**config.mk**
```make
export PLATFORM = sky130hd
export DESIGN_NAME = dff_timing_monitor
export DESIGN_NICKNAME = d
export VERILOG_FILES = /design/src/rtl/dff_timing_monitor.sv
export SDC_FILE = /design/constraint.sdc
export NUM_CORES = 1
export LEC_CHECK = 0
export BUFFER_PORTS_ARGS = -buffer_cell sky130_fd_sc_hd__buf_2
export CAP_MARGIN = 15
export CELL_PAD_IN_SITES_DETAIL_PLACEMENT = 0
export CELL_PAD_IN_SITES_GLOBAL_PLACEMENT = 1
export CORE_AREA = 2 2 54 66
export DETAILED_ROUTE_END_ITERATION = 6
export DIE_AREA = 0 0 56 68
export PLACE_DENSITY_LB_ADDON = 0.1
export SETUP_SLACK_MARGIN = 0.3
export SYNTH_ARGS = -nofsm -noshare
export SYNTH_HDL_FRONTEND = slang
export SYNTH_SLANG_ARGS = --single-unit
```
**constraint.sdc**
```tcl
create_clock -name CK -period 3.2 [get_ports CK]
set_input_delay 0.64 -clock CK [delete_from_list [all_inputs] [get_ports CK]]
set_output_delay 0.64 -clock CK [all_outputs]
set_load 0.01 [all_outputs]
```
**src/rtl/dff_timing_monitor.sv**
```systemverilog
`default_nettype none
// ============================================================================
// Module      : dff_timing_monitor
// Description : Cycle-sampled setup/hold (and, with DFF_RECREM_CHECK_EN,
//               recovery/removal) checker for a monitored flip-flop.
// Revision    : 1.0
// ============================================================================
module dff_timing_monitor #(
  parameter int unsigned SETUP_CYC = 2,
  parameter int unsigned HOLD_CYC  = 2,
  parameter int unsigned REC_CYC   = 2,
  parameter int unsigned REM_CYC   = 2
) (
  input  logic       CK,
  input  logic       RN,
  input  logic       D_mon,
  input  logic       CK_mon,
  input  logic       RN_mon,
  input  logic       clr,
  output logic       NOTIFIER,
  output logic       viol_setup,
  output logic       viol_hold,
  output logic       viol_rec,
  output logic [7:0] viol_count
);

  localparam logic [3:0] AGE_MAX = 4'd15;

  // A saturated age yields gap 16, so thresholds above that would flag every event.
  if (SETUP_CYC > 16 || HOLD_CYC > 16 || REC_CYC > 16 || REM_CYC > 16) begin : g_param_check
    $error("dff_timing_monitor: cycle thresholds above 16 exceed the age range");
  end

  logic       d_q, ck_q, rn_q;
  logic       d_chg, ck_rise;
  logic [3:0] age_d, age_ck;
  logic [4:0] gap_d, gap_ck;
  logic       setup_v, hold_v, rec_v, any_v;

  function automatic logic [3:0] next_age(input logic ev, input logic [3:0] age);
    if (ev)                 return 4'd0;
    else if (age == AGE_MAX) return AGE_MAX;
    else                    return age + 4'd1;
  endfunction

  assign d_chg   = D_mon ^ d_q;
  assign ck_rise = CK_mon & ~ck_q;
  assign gap_d   = d_chg   ? 5'd0 : {1'b0, age_d}  + 5'd1;
  assign gap_ck  = ck_rise ? 5'd0 : {1'b0, age_ck} + 5'd1;

  assign setup_v = ck_rise & rn_q & (32'(gap_d) < SETUP_CYC);
  assign hold_v  = d_chg & ~ck_rise & rn_q & (32'(gap_ck) < HOLD_CYC);
  assign any_v   = setup_v | hold_v | rec_v;

  always_ff @(posedge CK) begin
    d_q  <= D_mon;
    ck_q <= CK_mon;
    rn_q <= RN_mon;
    if (!RN) begin
      age_d  <= AGE_MAX;
      age_ck <= AGE_MAX;
    end else begin
      age_d  <= next_age(d_chg, age_d);
      age_ck <= next_age(ck_rise, age_ck);
    end
  end

`ifdef DFF_RECREM_CHECK_EN
  logic       rn_rise;
  logic [3:0] age_rn;
  logic [4:0] gap_rn;

  assign rn_rise = RN_mon & ~rn_q;
  assign gap_rn  = rn_rise ? 5'd0 : {1'b0, age_rn} + 5'd1;
  assign rec_v   = (ck_rise & (32'(gap_rn) < REC_CYC))
                 | (rn_rise & (32'(gap_ck) < REM_CYC));

  always_ff @(posedge CK) begin
    if (!RN) begin
      age_rn   <= AGE_MAX;
      viol_rec <= 1'b0;
    end else begin
      age_rn   <= next_age(rn_rise, age_rn);
      viol_rec <= (viol_rec & ~clr) | rec_v;
    end
  end
`else
  assign rec_v    = 1'b0;
  assign viol_rec = 1'b0;
`endif

  // A violation in the same cycle as clr survives the clear.
  always_ff @(posedge CK) begin
    if (!RN) begin
      NOTIFIER   <= 1'b0;
      viol_setup <= 1'b0;
      viol_hold  <= 1'b0;
      viol_count <= 8'd0;
    end else begin
      if (any_v) NOTIFIER <= ~NOTIFIER;
      viol_setup <= (viol_setup & ~clr) | setup_v;
      viol_hold  <= (viol_hold & ~clr) | hold_v;
      if (clr)
        viol_count <= {7'd0, any_v};
      else if (any_v && viol_count != 8'hFF)
        viol_count <= viol_count + 8'd1;
    end
  end

endmodule
`default_nettype wire

```
* Word-level counts from Yosys, hierarchy flattened
Index checks and enable logic that the tools add are counted. W data, S select, Z words.
Word-level totals: register bits 22, output and inout port bits 12, word-level logic and storage cells 48
Cells by class: add/sub/neg operators 5, magnitude comparators 2, eq/ne operators 3, multiplexer cells 8, bitwise logic cells 17, reductions and logical operators 3
Operators with widths (count):
- $mux W4 | 4
- $add A4 B1 Y5 const B | 2
- $lt A5 B2 Y1 const B | 2
- $mux W5 | 2
- $add A4 B1 Y4 const B | 2
- $add A8 B1 Y8 const B | 1
- $and A1 B1 Y1 | 8
- $eq A4 B4 Y1 const B | 2
- $ne A8 B8 Y1 const B | 1
- $not A1 Y1 | 5
- $or A1 B1 Y1 | 3
- $mux W1 | 2
- $reduce_bool A2 Y1 | 1
- $reduce_or A2 Y1 | 1
- $logic_and A1 B1 Y1 | 1
- $xor A1 B1 Y1 | 1

* Longest topological paths before layout
Gate-level depths: netlist of run 1.
depth in word-level cells 10, gate-level depth with buffers 7, gate-level depth less buffers 6

* Worst setup path after synthesis of run 1
Ideal clock, no wire load.
path type input-to-reg, start input D_mon, end register viol_count[5], setup time 0.116 ns, arrival 1.668 ns, slack 1.415 ns, stages 6, buffers on the path 1, cell sequence xor2_2 -> nand4b_2 -> o22ai_2 -> buf_6 -> a31oi_1 -> a41o_1
Between the ends: cells in the longest elaborated chain, start to end 6, elaborated cells on any way between the ends 9
RTL lines:
- start: declaration | line 16 | input logic D_mon,
- $xor A1 B1 Y1 (*) | line 46 | assign d_chg = D_mon ^ d_q;
- $mux W5 / $and A1 B1 Y1 (equally long branches) | line 48, 52
- $lt A5 B2 Y1 / $and A1 B1 Y1 (equally long branches) | line 51, 52
- $and A1 B1 Y1 (on tied branches) | line 51, 52
- $or A1 B1 Y1 (*) | line 53 | assign any_v = setup_v | hold_v | rec_v;
- $logic_and A1 B1 Y1 (*) | line 105 | else if (any_v && viol_count != 8'hFF)
- end signal: assignment | line 104 | viol_count <= {7'd0, any_v};
- end signal: assignment | line 106 | viol_count <= viol_count + 8'd1;
- end: declaration | line 24 | output logic [7:0] viol_count
Mark *: on every way between the ends. The rest lies on a longest branch, timed or not. A chain may end at the register's enable or synchronous reset.

* Worst setup path after layout of run 1
start register age_d[0], end register viol_count[2]
Between the ends: cells in the longest elaborated chain, start to end 6
RTL lines:
- start: declaration | line 36 | logic [3:0] age_d, age_ck;
- start signal: assignment | line 63 | age_d <= next_age(d_chg, age_d);
- $add A4 B1 Y5 | line 48 | assign gap_d = d_chg ? 5'd0 : {1'b0, age_d} + 5'd1;
- $mux W5 | line 48
- $lt A5 B2 Y1 | line 51 | assign setup_v = ck_rise & rn_q & (32'(gap_d) < SETUP_CYC);
- $and A1 B1 Y1 | line 51
- $or A1 B1 Y1 | line 53
- $logic_and A1 B1 Y1 | line 105
Every way passes these cells.

==> summary.md, run 1 <==
| Metric | Value |
|---|---|
| Area added between synthesis and finish | `14.87%` |
| Number of buffers added for setup after CTS | `0` |
| Layout Cell Area excl Fill | `1227 µm²` |
| Cell Area, Synth | `1069 µm²` |
| Overall die height | `68 µm` |
| Core box area | `3223 µm²` |
| Setup repair after global routing missed its margin | `no` |
| Async S/R FF share, synth | `0%` |
| Iteration count of the initial detailed-routing pass | `4` |
| Count of distinct cell types in the synthesized netlist | `44` |
| Routed via count divided by cell count | `5.228` |
| Number of enable flip-flop cells after synthesis | `0` |
| Min Clock Period, post-route | `2.101 ns` |
| Power per unit of standard cell area | `490.5 nW/µm²` |
| Final critical-path share of the clock period | `65.67%` |
| IO Port Bufs | `16` |
| Endpoint required time on the critical path | `3.35 ns` |
| Top achievable clock speed | `475.9 MHz` |
| Gate count after technology mapping | `113` |
| Routed len/inst | `13.36 µm` |
| Hold WC Path Type | `in2reg` |
| Worst-path cell with the longest stage delay | `o22ai_2` |
| Violation count after the first detailed-routing iteration | `30` |
| Number of endpoints with negative hold slack in the final report | `0` |
| I/O pin count | `18` |
| Final HPWL from detailed placement | `1.672 mm` |
| Global-route wire length before repair | `3.926 mm` |
| Cell type with the highest aggregate area in the netlist | `dfxtp_1` |
| CP endpoint kind | `flip-flop` |
| Worst rel slew slack | `66.13%` |
| IR Drop Worst-Case VDD | `198.7 µV` |
| Biggest fanout along the worst timing path | `12` |
| Largest net degree at the start of global routing | `15` |
| DRC violation count after routing | `0` |
| Synthesized area per cell | `9.456 µm²` |
| Total number of vias | `873` |
| LEAKAGE | `0.5191 nW` |
| Number of max-slew violations in the final report | `0` |
| Final setup violation count | `0` |
| Commonest cells in the synthesized netlist | `dfxtp_1 (22), nand2_1 (7), nor2_1 (7), o21ai_0 (7), a21oi_1 (6)` |
| Worst Max-Slew Pin Slew | `0.5081 ns` |
| Layout cells sized above 1 | `25.38%` |
| Yosys warning count | `0` |
| Dominant cell by count in the synthesized netlist | `dfxtp_1` |
| Hold_ws | `0.4734 ns` |
| Outcome | `finished, final reports clean` |
| Instance area at placement | `1172 µm²` |
| Crit start category | `flip-flop` |
| Number of hold buffers added after cts | `0` |
| TritonCTS clock tree | `built` |
| Final antenna diode count | `0` |
| Net count reported at finish | `140` |
| Sinks on Clock Net | `22` |
| Aggregate global-route resource usage | `13.21%` |
| Top-area cell type share of the netlist area | `41.22%` |
| Cts repair resizes | `0` |
| Horizontal die dimension | `56 µm` |
| Number of nets with antenna violations after routing | `0` |
| Total grt overflow | `0` |
| Net count after synthesis | `122` |
| Number of max-cap violations | `0` |
| Area enclosed by the die boundary | `3808 µm²` |
| Number of global-route vias before repair | `878` |
| Maximum buffer depth of the clock tree | `2` |
| Worst Skew | `0.005990 ns` |
| Routed wire length | `2.231 mm` |
| Final weighted congestion in routability-driven placement | `0.7477` |
| Clock transition time at the flip-flop clock pins of the worst setup and hold paths | `0.08 ns` |
| Top area cells in the synthesized netlist | `dfxtp_1 (41%), ha_1 (3.5%), o21ai_0 (3.3%), a21oi_1 (2.8%), a41o_1 (2.8%)` |
| Cell breakdown of the critical path | `ha_1 > nor4_1 > a311oi_2 > o22ai_2 > a311oi_1 > a41o_1` |
| Power after layout | `0.6021 mW` |
| Sum Neg Setup Slack | `0 ns` |
| Maximum level of the CTS H-tree | `1` |
| Sequential fraction of the synthesis area | `41.22%` |
| Initial cell density of the core | `33.15%` |
| Number of antenna violations at the first check in global routing | `0` |
| Worst Path Class, Setup | `reg2reg` |
| Ys flop type | `dfxtp_1` |
| Clock buffer count from CTS | `3` |
| Latest clock arrival within the worst-skew pair | `0.26 ns` |
| Post-synthesis register bit count | `22` |
| Maximum single-stage delay on the critical path | `0.43 ns` |
| Root Buffer Master | `clkbuf_8` |
| Arrival time of the worst setup path | `2.26 ns` |
| # rows | `23` |
-- flip-flops by register name, indices dropped and copies added, names as in the netlist --
signal	count
age_ck	4
rn_q	1
age_d	4
viol_setup	1
viol_hold	1
viol_count	8
NOTIFIER	1
d_q	1
ck_q	1
-- power breakdown --
| part | internal [mW] | switching, mW | total, mW | leakage (nW) |
|---|---|---|---|---|
| Combinational | 0.0435 | 0.0522 | 0.0957 | 0.309 |
| Clock | 0.110 | 0.0886 | 0.198 | 0.0288 |
| Sequential | 0.292 | 0.0163 | 0.308 | 0.181 |
-- layer usage --
metal	up-vias	track usage [%]	part of all wire (%)	wire length, µm
li1	456	-	-	-
met1	402	15.32	45	1008
met2	13	24.12	50	1117
met3	2	1.890	3.6	80
met4	0	6.250	1.1	25
met5	-	0	0	0
-- logic make-up after synthesis --
family / synth area share, %
adders and majority gates: 3.513
AOI/OAI and AO/OA: 23.07
other: 0.3510
buffers and inverters: 3.512
DFF: 41.22
and+or+nand+nor: 24.12
xor gates and xnor gates: 2.342
muxes: 1.874
-- path summary, 6_finish.rpt --
kind,startpoint,end,slack [ns],cells after the start
hold reg to reg,viol_count[4]$_SDFFE_PP0P_,viol_count[4]$_SDFFE_PP0P_,0.52,2
setup reg to reg,age_d[0]$_SDFF_PN1_,viol_count[2]$_SDFFE_PP0P_,1.10,6
setup / recovery,age_d[0]$_SDFF_PN1_,viol_count[2]$_SDFFE_PP0P_,1.10,6
hold / removal,RN_mon,rn_q$_DFF_P_,0.47,1
-- stage by stage --
step	setup slack [ns]	instances	util, %
2_1_floorplan	1.415	113	-
3_3_place_gp	1.028	163	36.37
3_5_place_dp	0.9904	163	36.37
4_1_cts	1.128	167	38.08
5_1_grt	0.8984	167	38.08
6_report	1.099	167	38.08
-- worst max-delay path: cells and delay by family, from the launching register on --
kind / cells / cell delay (ns)
compound gates: 4 / 0.94
simple gates: 1 / 0.39
flops: 1 / 0.34
fa+ha+maj: 1 / 0.33
-- final cells by class --
cell class                      instances  area (µm²)
Multi-Input combinational cell         84       590.6
Tap cell                               37       46.29
Clock buffer                            4       55.05
Fill cell                             346        1996
Inverter                                4       15.01
Timing Repair Buffer                   16       80.08
Sequential cell                        22       440.4
-- cell usage in the layout (no fill, tap or decap), types with 4 or more instances in the layout --
cell type / synthesis / final
a31oi_1: 4 / 4
nor2_1: 7 / 7
a21oi_1: 6 / 6
dfxtp_1: 22 / 22
nand2_1: 7 / 7
buf_2: 0 / 16
nand3_1: 4 / 4
o21ai_0: 7 / 7
clkbuf_8: 0 / 4
inv_1: 4 / 4
No activity file was read; power rests on OpenSTA's default activity.
==> run 2, diff against run 1 <==
==> constraint.sdc (replaced) <==
create_clock -name CK -period 1.7 [get_ports CK]
set_input_delay 0.34 -clock CK [delete_from_list [all_inputs] [get_ports CK]]
set_output_delay 0.34 -clock CK [all_outputs]
set_load 0.01 [all_outputs]
==> run 2 against run 1 <==
Routed wire length rose by 11%. The run now ends with negative setup slack left. Total power rose by 110%. Die area did not move. Maximum frequency rose by 23%. First-iteration DRC count rose by 37%. Critical path type unchanged. Critical path depth rose by 2. Sequential share of layout area fell by 6.4 points. Via count rose by 13%. Largest cell class unchanged. Largest power group unchanged.
==> summary.md, run 2 (synthesized netlist as in run 1, its figures left out) <==
| Metric | Value |
|---|---|
| Number of antenna violations at the first check in global routing | `0` |
| Sum Neg Setup Slack | `-0.01879 ns` |
| TritonCTS clock tree | `built` |
| Switching share of power | `28.39%` |
| Worst Skew | `0.009690 ns` |
| Number of flip-flops in the largest register | `8` |
| Maximum level of the CTS H-tree | `1` |
| Final HPWL from detailed placement | `1.882 mm` |
| Top achievable clock speed | `583.1 MHz` |
| Leading cell types in the layout, fill and taps excluded | `dfxtp_1 (18), buf_2 (16), buf_4 (16)` |
| Horizontal die dimension | `56 µm` |
| Routed len/inst | `13.44 µm` |
| Crit start category | `flip-flop` |
| Final critical-path setup slack | `-0.01506 ns` |
| Final critical-path share of the clock period | `100.9%` |
| IO Port Bufs | `16` |
| Top reg by flops | `viol_count` |
| Top Registers | `viol_count x8, age_ck x4, age_d x4` |
| Part of the total power dissipated in the clock network | `25.9%` |
| Core box area | `3223 µm²` |
| DRC violation count after routing | `0` |
| I/O pin count | `18` |
| Number of global-route vias before repair | `981` |
| Violation count after the first detailed-routing iteration | `41` |
| Root Buffer Master | `clkbuf_8` |
| Number of standard cells in the layout, taps in and fillers out | `185` |
| Violations in the final reports | `negative setup slack` |
| Global-route wire length before repair | `4.409 mm` |
| Register Area | `447.9 µm²` |
| Number of endpoints with negative hold slack in the final report | `0` |
| Endpoint required time on the critical path | `1.85 ns` |
| Net switching power figure | `0.3564 mW` |
| Internal power consumption | `0.8992 mW` |
| Largest net degree at the start of global routing | `15` |
| Final core utilization | `47.21%` |
| Filler cell count | `309` |
| Hold WC Path Type | `in2reg` |
| Multi-input logic area | `719.4 µm²` |
| CP endpoint kind | `flip-flop` |
| Instance area at placement | `1341 µm²` |
| Number of max-cap violations | `0` |
| Number of nets with antenna violations after routing | `0` |
| Layout cells sized above 1 | `43.92%` |
| Clock transition time at the flip-flop clock pins of the worst setup and hold paths | `0.08 ns` |
| Routed via count divided by cell count | `5.324` |
| Maximum buffer depth of the clock tree | `2` |
| Overall die height | `68 µm` |
| Min Clock Period, post-route | `1.715 ns` |
| Layout Cell Area excl Fill | `1521 µm²` |
| Most common library cell in the layout ignoring fill and taps | `dfxtp_1` |
| Area added between synthesis and finish | `42.39%` |
| Arrival time of the worst setup path | `1.86 ns` |
| LEAKAGE | `0.6449 nW` |
| Power after layout | `1.256 mW` |
| Outcome | `finished, violations left` |
| Latest clock arrival within the worst-skew pair | `0.26 ns` |
| Number of hold buffers added after cts | `0` |
| Total grt overflow | `0` |
| Sequential share of power | `47.2%` |
| Sinks on Clock Net | `22` |
| Setup repair after global routing missed its margin | `yes` |
| Net count reported at finish | `159` |
| Total number of vias | `985` |
| # rows | `23` |
| Biggest fanout along the worst timing path | `7` |
| Aggregate global-route resource usage | `14.86%` |
| Area enclosed by the die boundary | `3808 µm²` |
| Final setup violation count | `2` |
| Comb pwr share | `26.9%` |
| Power per unit of standard cell area | `825.2 nW/µm²` |
| Number of max-slew violations in the final report | `0` |
| DP Cell Count | `178` |
| Final weighted congestion in routability-driven placement | `0.7906` |
| Iteration count of the initial detailed-routing pass | `4` |
| Worst Path Class, Setup | `reg2reg` |
| Routed wire length | `2.486 mm` |
| Final antenna diode count | `0` |
| Clock buffer count from CTS | `3` |
| Initial cell density of the core | `33.15%` |
| IR Drop Worst-Case VDD | `427.5 µV` |
run 2: changes by cell type in the layout (fill, tap and decap cells not counted), sizes merged:
cell	previous run	this run
buf	16	35
clkbuf	4	3
run 2: path summary, 6_finish.rpt:
check	to	from	slack (ns)	cells past startpoint
max	viol_count[7]$_SDFFE_PP0P_	age_d[0]$_SDFF_PN1_	-0.02	8
min	rn_q$_DFF_P_	RN_mon	0.18	1
max reg2reg	viol_count[7]$_SDFFE_PP0P_	age_d[0]$_SDFF_PN1_	-0.02	8
min reg2reg	viol_count[1]$_SDFFE_PP0P_	viol_count[1]$_SDFFE_PP0P_	0.51	2
run 2: power groups by stage:
stage / Clock (mW) / Sequential [mW] / Combinational (mW)
3_5_place_dp: 0 / 0.600 / 0.280
6_report: 0.325 / 0.593 / 0.338
3_3_place_gp: 0 / 0.600 / 0.275
4_1_cts: 0.345 / 0.589 / 0.314
5_1_grt: 0.367 / 0.599 / 0.381
2_1_floorplan: 0 / 0.600 / 0.174
run 2: area by class of cell:
class,instances,share of cell area (%)
clock buffers,3,2.714
inverters,4,0.9868
multi-input cells,84,47.29
flip-flops and latches,22,29.44
well taps,37,3.043
repair buffers,35,16.53
run 2: through the flow:
stage          setup WS, ns  hold WS (ns)
6_report           -0.01506        0.1785
5_1_grt            -0.08160        0.1710
4_1_cts            -0.01660        0.1700
3_5_place_dp       -0.05896        0.4441
3_3_place_gp       -0.04531        0.4436
2_1_floorplan        0.1296        0.3677
run 2: metal layers:
layer  GRT usage [%]  wire (µm)  vias to the layer above
met5               0          0                        -
li1                -          -                      489
met2           28.09       1360                       15
met3           2.647         75                        5
met1           15.78       1008                      476
met4           8.036         42                        0
run 2: critical path, stage by stage (launching register included):
cell	delay, ns
dfxtp_2	0.34
ha_4	0.17
and2_4	0.16
a311oi_4	0.27
o22ai_2	0.12
buf_6	0.15
buf_12	0.12
a31oi_1	0.18
a211oi_2	0.07
run 2: what timing repair did:
action | CTS | global route
setup buffers | 4 | 0
resized for setup | 6 | 9
endpoints found under the setup margin | 11 | 11
gates cloned | 0 | 0
pin swaps | 10 | 6
endpoints found under the hold margin | 0 | 0
==> run 3, diff against run 2 <==
==> config.mk (replaced) <==
export PLATFORM = sky130hd
export DESIGN_NAME = dff_timing_monitor
export DESIGN_NICKNAME = d
export VERILOG_FILES = /design/src/rtl/dff_timing_monitor.sv
export SDC_FILE = /design/constraint.sdc
export NUM_CORES = 1
export LEC_CHECK = 0
export ABC_AREA = 1
export BUFFER_PORTS_ARGS = -buffer_cell sky130_fd_sc_hd__buf_2
export CAP_MARGIN = 15
export CELL_PAD_IN_SITES_DETAIL_PLACEMENT = 0
export CELL_PAD_IN_SITES_GLOBAL_PLACEMENT = 1
export CORE_AREA = 2 2 53 65
export DETAILED_ROUTE_END_ITERATION = 6
export DIE_AREA = 0 0 55 67
export PLACE_DENSITY = 0.83
export SETUP_SLACK_MARGIN = 0.1
export SYNTH_ARGS = -nofsm -noshare
export SYNTH_HDL_FRONTEND = slang
export SYNTH_SLANG_ARGS = --single-unit
==> run 3 against run 2 <==
The run now ends clean. Register-to-register slack better by 0.20 ns. Clock-buffer cell count increased by 1. Utilization fell by 4.0 points. Largest power group unchanged. Highest routed layer unchanged.
==> summary.md, run 3 <==
| Metric | Value |
|---|---|
| Outcome | `finished, final reports clean` |
| Worst-path cell with the longest stage delay | `dfxtp_1` |
| Core box area | `3028 µm²` |
| Multi-input logic area | `613.1 µm²` |
| Total grt overflow | `0` |
| Horizontal die dimension | `55 µm` |
| Final critical-path setup slack | `0.1816 ns` |
| Mux share of post-synthesis cell area | `0%` |
| Slack of the worst reg-to-reg path | `0.18 ns` |
| Arrival time of the worst setup path | `1.73 ns` |
| Routed met3 length | `76 µm` |
| Post-synthesis register bit count | `22` |
| Clock buffer count from CTS | `3` |
| Maximum single-stage delay on the critical path | `0.42 ns` |
| Area added between synthesis and finish | `25.30%` |
| Initial cell density of the core | `34.46%` |
| Length of routed met2 wiring | `1.087 mm` |
| IO Port Bufs | `16` |
| Worst setup path end | `viol_count[0]$_SDFFE_PN0P_` |
| Worst path buffer plus inverter count | `0` |
| Final critical-path share of the clock period | `89.32%` |
| Final weighted congestion in routability-driven placement | `0.7415` |
| Top-area cell type share of the netlist area | `42.21%` |
| Ys flop type | `dfxtp_1` |
| Largest net degree at the start of global routing | `13` |
| Area enclosed by the die boundary | `3685 µm²` |
| Root Buffer Master | `clkbuf_4` |
| Iteration count of the initial detailed-routing pass | `4` |
| Biggest fanout along the worst timing path | `4` |
| Topmost layer with routed signal wires | `met4` |
| Top reg by flops | `viol_count` |
| Share of synthesized cell area in full adder, half adder and majority cells | `3.597%` |
| Crit path from | `viol_count[4]$_SDFFE_PP0P_` |
| Number of max-cap violations | `0` |
| Leading cell types in the layout, fill and taps excluded | `nand2_1 (38), buf_2 (16), dfxtp_1 (15)` |
| Final setup violation count | `0` |
| Number of global-route vias before repair | `845` |
| Routed len/inst | `10.51 µm` |
| Layout cells sized above 1 | `31.06%` |
| Final HPWL from detailed placement | `1.513 mm` |
| Final antenna diode count | `0` |
| CP endpoint kind | `flip-flop` |
| Sum Neg Setup Slack | `0 ns` |
| Number of max-slew violations in the final report | `0` |
| Register Area | `454.2 µm²` |
| Worst Path Class, Setup | `reg2reg` |
| Critical register-to-register path startpoint | `viol_count[4]$_SDFFE_PP0P_` |
| Dominant combinational cell family by area after synthesis | `simple AND/OR/NAND/NOR gates` |
| Overall die height | `67 µm` |
| Filler cell count | `324` |
| # rows | `22` |
| Top area cells in the synthesized netlist | `dfxtp_1 (42%), nand2_1 (15%), nand3_1 (6.7%), a21oi_1 (4.3%), o21ai_0 (4.3%)` |
| Post-synthesis simple-gate area fraction | `30.94%` |
| Met1 wire length | `896 µm` |
| Yosys warning count | `0` |
| Async S/R FF share, synth | `0%` |
| Endpoint required time on the critical path | `1.91 ns` |
| Number of hold buffers added after cts | `0` |
| Sinks on Clock Net | `22` |
| FF-to-FF End | `viol_count[0]$_SDFFE_PN0P_` |
| Synthesized area per cell | `7.454 µm²` |
| Top achievable clock speed | `658.6 MHz` |
| Power per unit of standard cell area | `880.7 nW/µm²` |
| TritonCTS clock tree | `built` |
| Most common library cell in the layout ignoring fill and taps | `nand2_1` |
| Latest clock arrival within the worst-skew pair | `0.31 ns` |
| Setup repair after global routing missed its margin | `no` |
| Cell breakdown of the critical path | `nand2_1 > nor3b_4 > nand3_2 > or2_4 > a21oi_1 > nor2_1` |
| Number of flip-flops in the largest register | `8` |
| Pre-CTS worst setup slack | `0.04911 ns` |
| Count of distinct cell types in the synthesized netlist | `20` |
| DRC violation count after routing | `0` |
| Aggregate global-route resource usage | `12.32%` |
| Net count reported at finish | `171` |
| Hold WC Path Type | `in2reg` |
| Dominant delay contributor by cell family on the critical path | `simple AND/OR/NAND/NOR gates` |
| LEAKAGE | `0.6097 nW` |
| Global-route wire length before repair | `3.367 mm` |
| Hold_ws | `0.1231 ns` |
| Total number of vias | `940` |
| Compound-Gate Fraction of Synth Area | `8.633%` |
| IR Drop Worst-Case VDD | `561.2 µV` |
| Top Registers | `viol_count x8, age_ck x4, age_d x4` |
| Dominant cell by count in the synthesized netlist | `nand2_1` |
| Critical Path Stages | `6` |
| Synthesized-area fraction occupied by xor and xnor cells | `7.434%` |
| I/O pin count | `18` |
| Min Clock Period, post-route | `1.518 ns` |
| Crit start category | `flip-flop` |
| Cell type with the highest aggregate area in the netlist | `dfxtp_1` |
| Number of endpoints with negative hold slack in the final report | `0` |
| Number of enable flip-flop cells after synthesis | `0` |
| Number of antenna violations at the first check in global routing | `0` |
| Routed wire length | `2.070 mm` |
| Gate count after technology mapping | `140` |
| Routed via count divided by cell count | `4.772` |
| Cell Area, Synth | `1044 µm²` |
| Clock transition time at the flip-flop clock pins of the worst setup and hold paths | `0.13 ns` |
| Number of nets with antenna violations after routing | `0` |
| Maximum buffer depth of the clock tree | `2` |
| Worst Skew | `0.006834 ns` |
| Number of buffers added for setup after CTS | `0` |
| Worst reg2reg path depth | `6` |
| Violation count after the first detailed-routing iteration | `11` |
| Maximum level of the CTS H-tree | `1` |
| Sequential fraction of the synthesis area | `42.21%` |
| Commonest cells in the synthesized netlist | `nand2_1 (42), dfxtp_1 (22), nand3_1 (14), inv_1 (12), nor2_1 (10)` |
| Net count after synthesis | `149` |
run 3: cell types whose count changed in the layout (fill, tap and decap cells not counted), sizes merged, moves of 4 or more:
| cell | delta |
|---|---|
| a31oi | -4 |
| inv | +8 |
| buf | -15 |
| nand2 | +36 |
| and2 | -5 |
| nand3 | +12 |
run 3: worst min path at each step:
| stage | from | endpoint | cells after the start |
|---|---|---|---|
| 6_report | RN_mon | rn_q$_DFF_P_ | 1 |
| 2_1_floorplan | CK_mon | ck_q$_DFF_P_ | 0 |
| 4_1_cts | RN_mon | rn_q$_DFF_P_ | 1 |
| 3_5_place_dp | RN_mon | rn_q$_DFF_P_ | 1 |
| 5_1_grt | RN_mon | rn_q$_DFF_P_ | 1 |
| 3_3_place_gp | RN_mon | rn_q$_DFF_P_ | 1 |
run 3: layer usage:
metal  track usage, %  up-vias
met1            13.95      438
met2            21.73       14
met4            4.573        0
met3            2.691        2
met5                0        -
li1                 -      486
run 3: cell type report:
type | instances | share of cell area [%]
Clock buffer | 4 | 2.775
Inverter | 12 | 3.445
Multi-Input combinational cell | 103 | 46.89
Sequential cell | 22 | 34.74
Tap cell | 36 | 3.445
Timing Repair Buffer | 20 | 8.708
run 3: logic make-up after synthesis:
kind of cell,count (synthesis)
other,1
AO/OA/AOI/OAI,18
buffers and inverters,15
flip-flops,22
adder cells (fa/ha/maj),3
AND/OR/NAND/NOR,73
XOR/XNOR,8
run 3: what timing repair did:
| item | CTS | global route |
|---|---|---|
| pin swaps | 0 | 4 |
| setup endpoints to repair | 8 | 9 |
| resized for setup | 2 | 23 |
run 3: power by group:
part	internal [mW]	total (mW)	switching, mW	leakage, nW
sequential	0.559	0.595	0.0364	0.183
combinational	0.117	0.266	0.149	0.406
clock	0.131	0.290	0.159	0.0210
run 3: metrics by stage:
| stage | cells | total power [mW] | util (%) | area [µm²] |
|---|---|---|---|---|
| finish | 197 | 1.151 | 43.18 | 1308 |
| floorplan | 140 | 0.7680 | - | 1049 |
| global placement | 193 | 0.8129 | 38.88 | 1177 |
| global route | 197 | 1.235 | 43.18 | 1308 |
| CTS | 197 | 1.111 | 40.17 | 1216 |
| detailed placement | 193 | 0.8192 | 38.88 | 1177 |
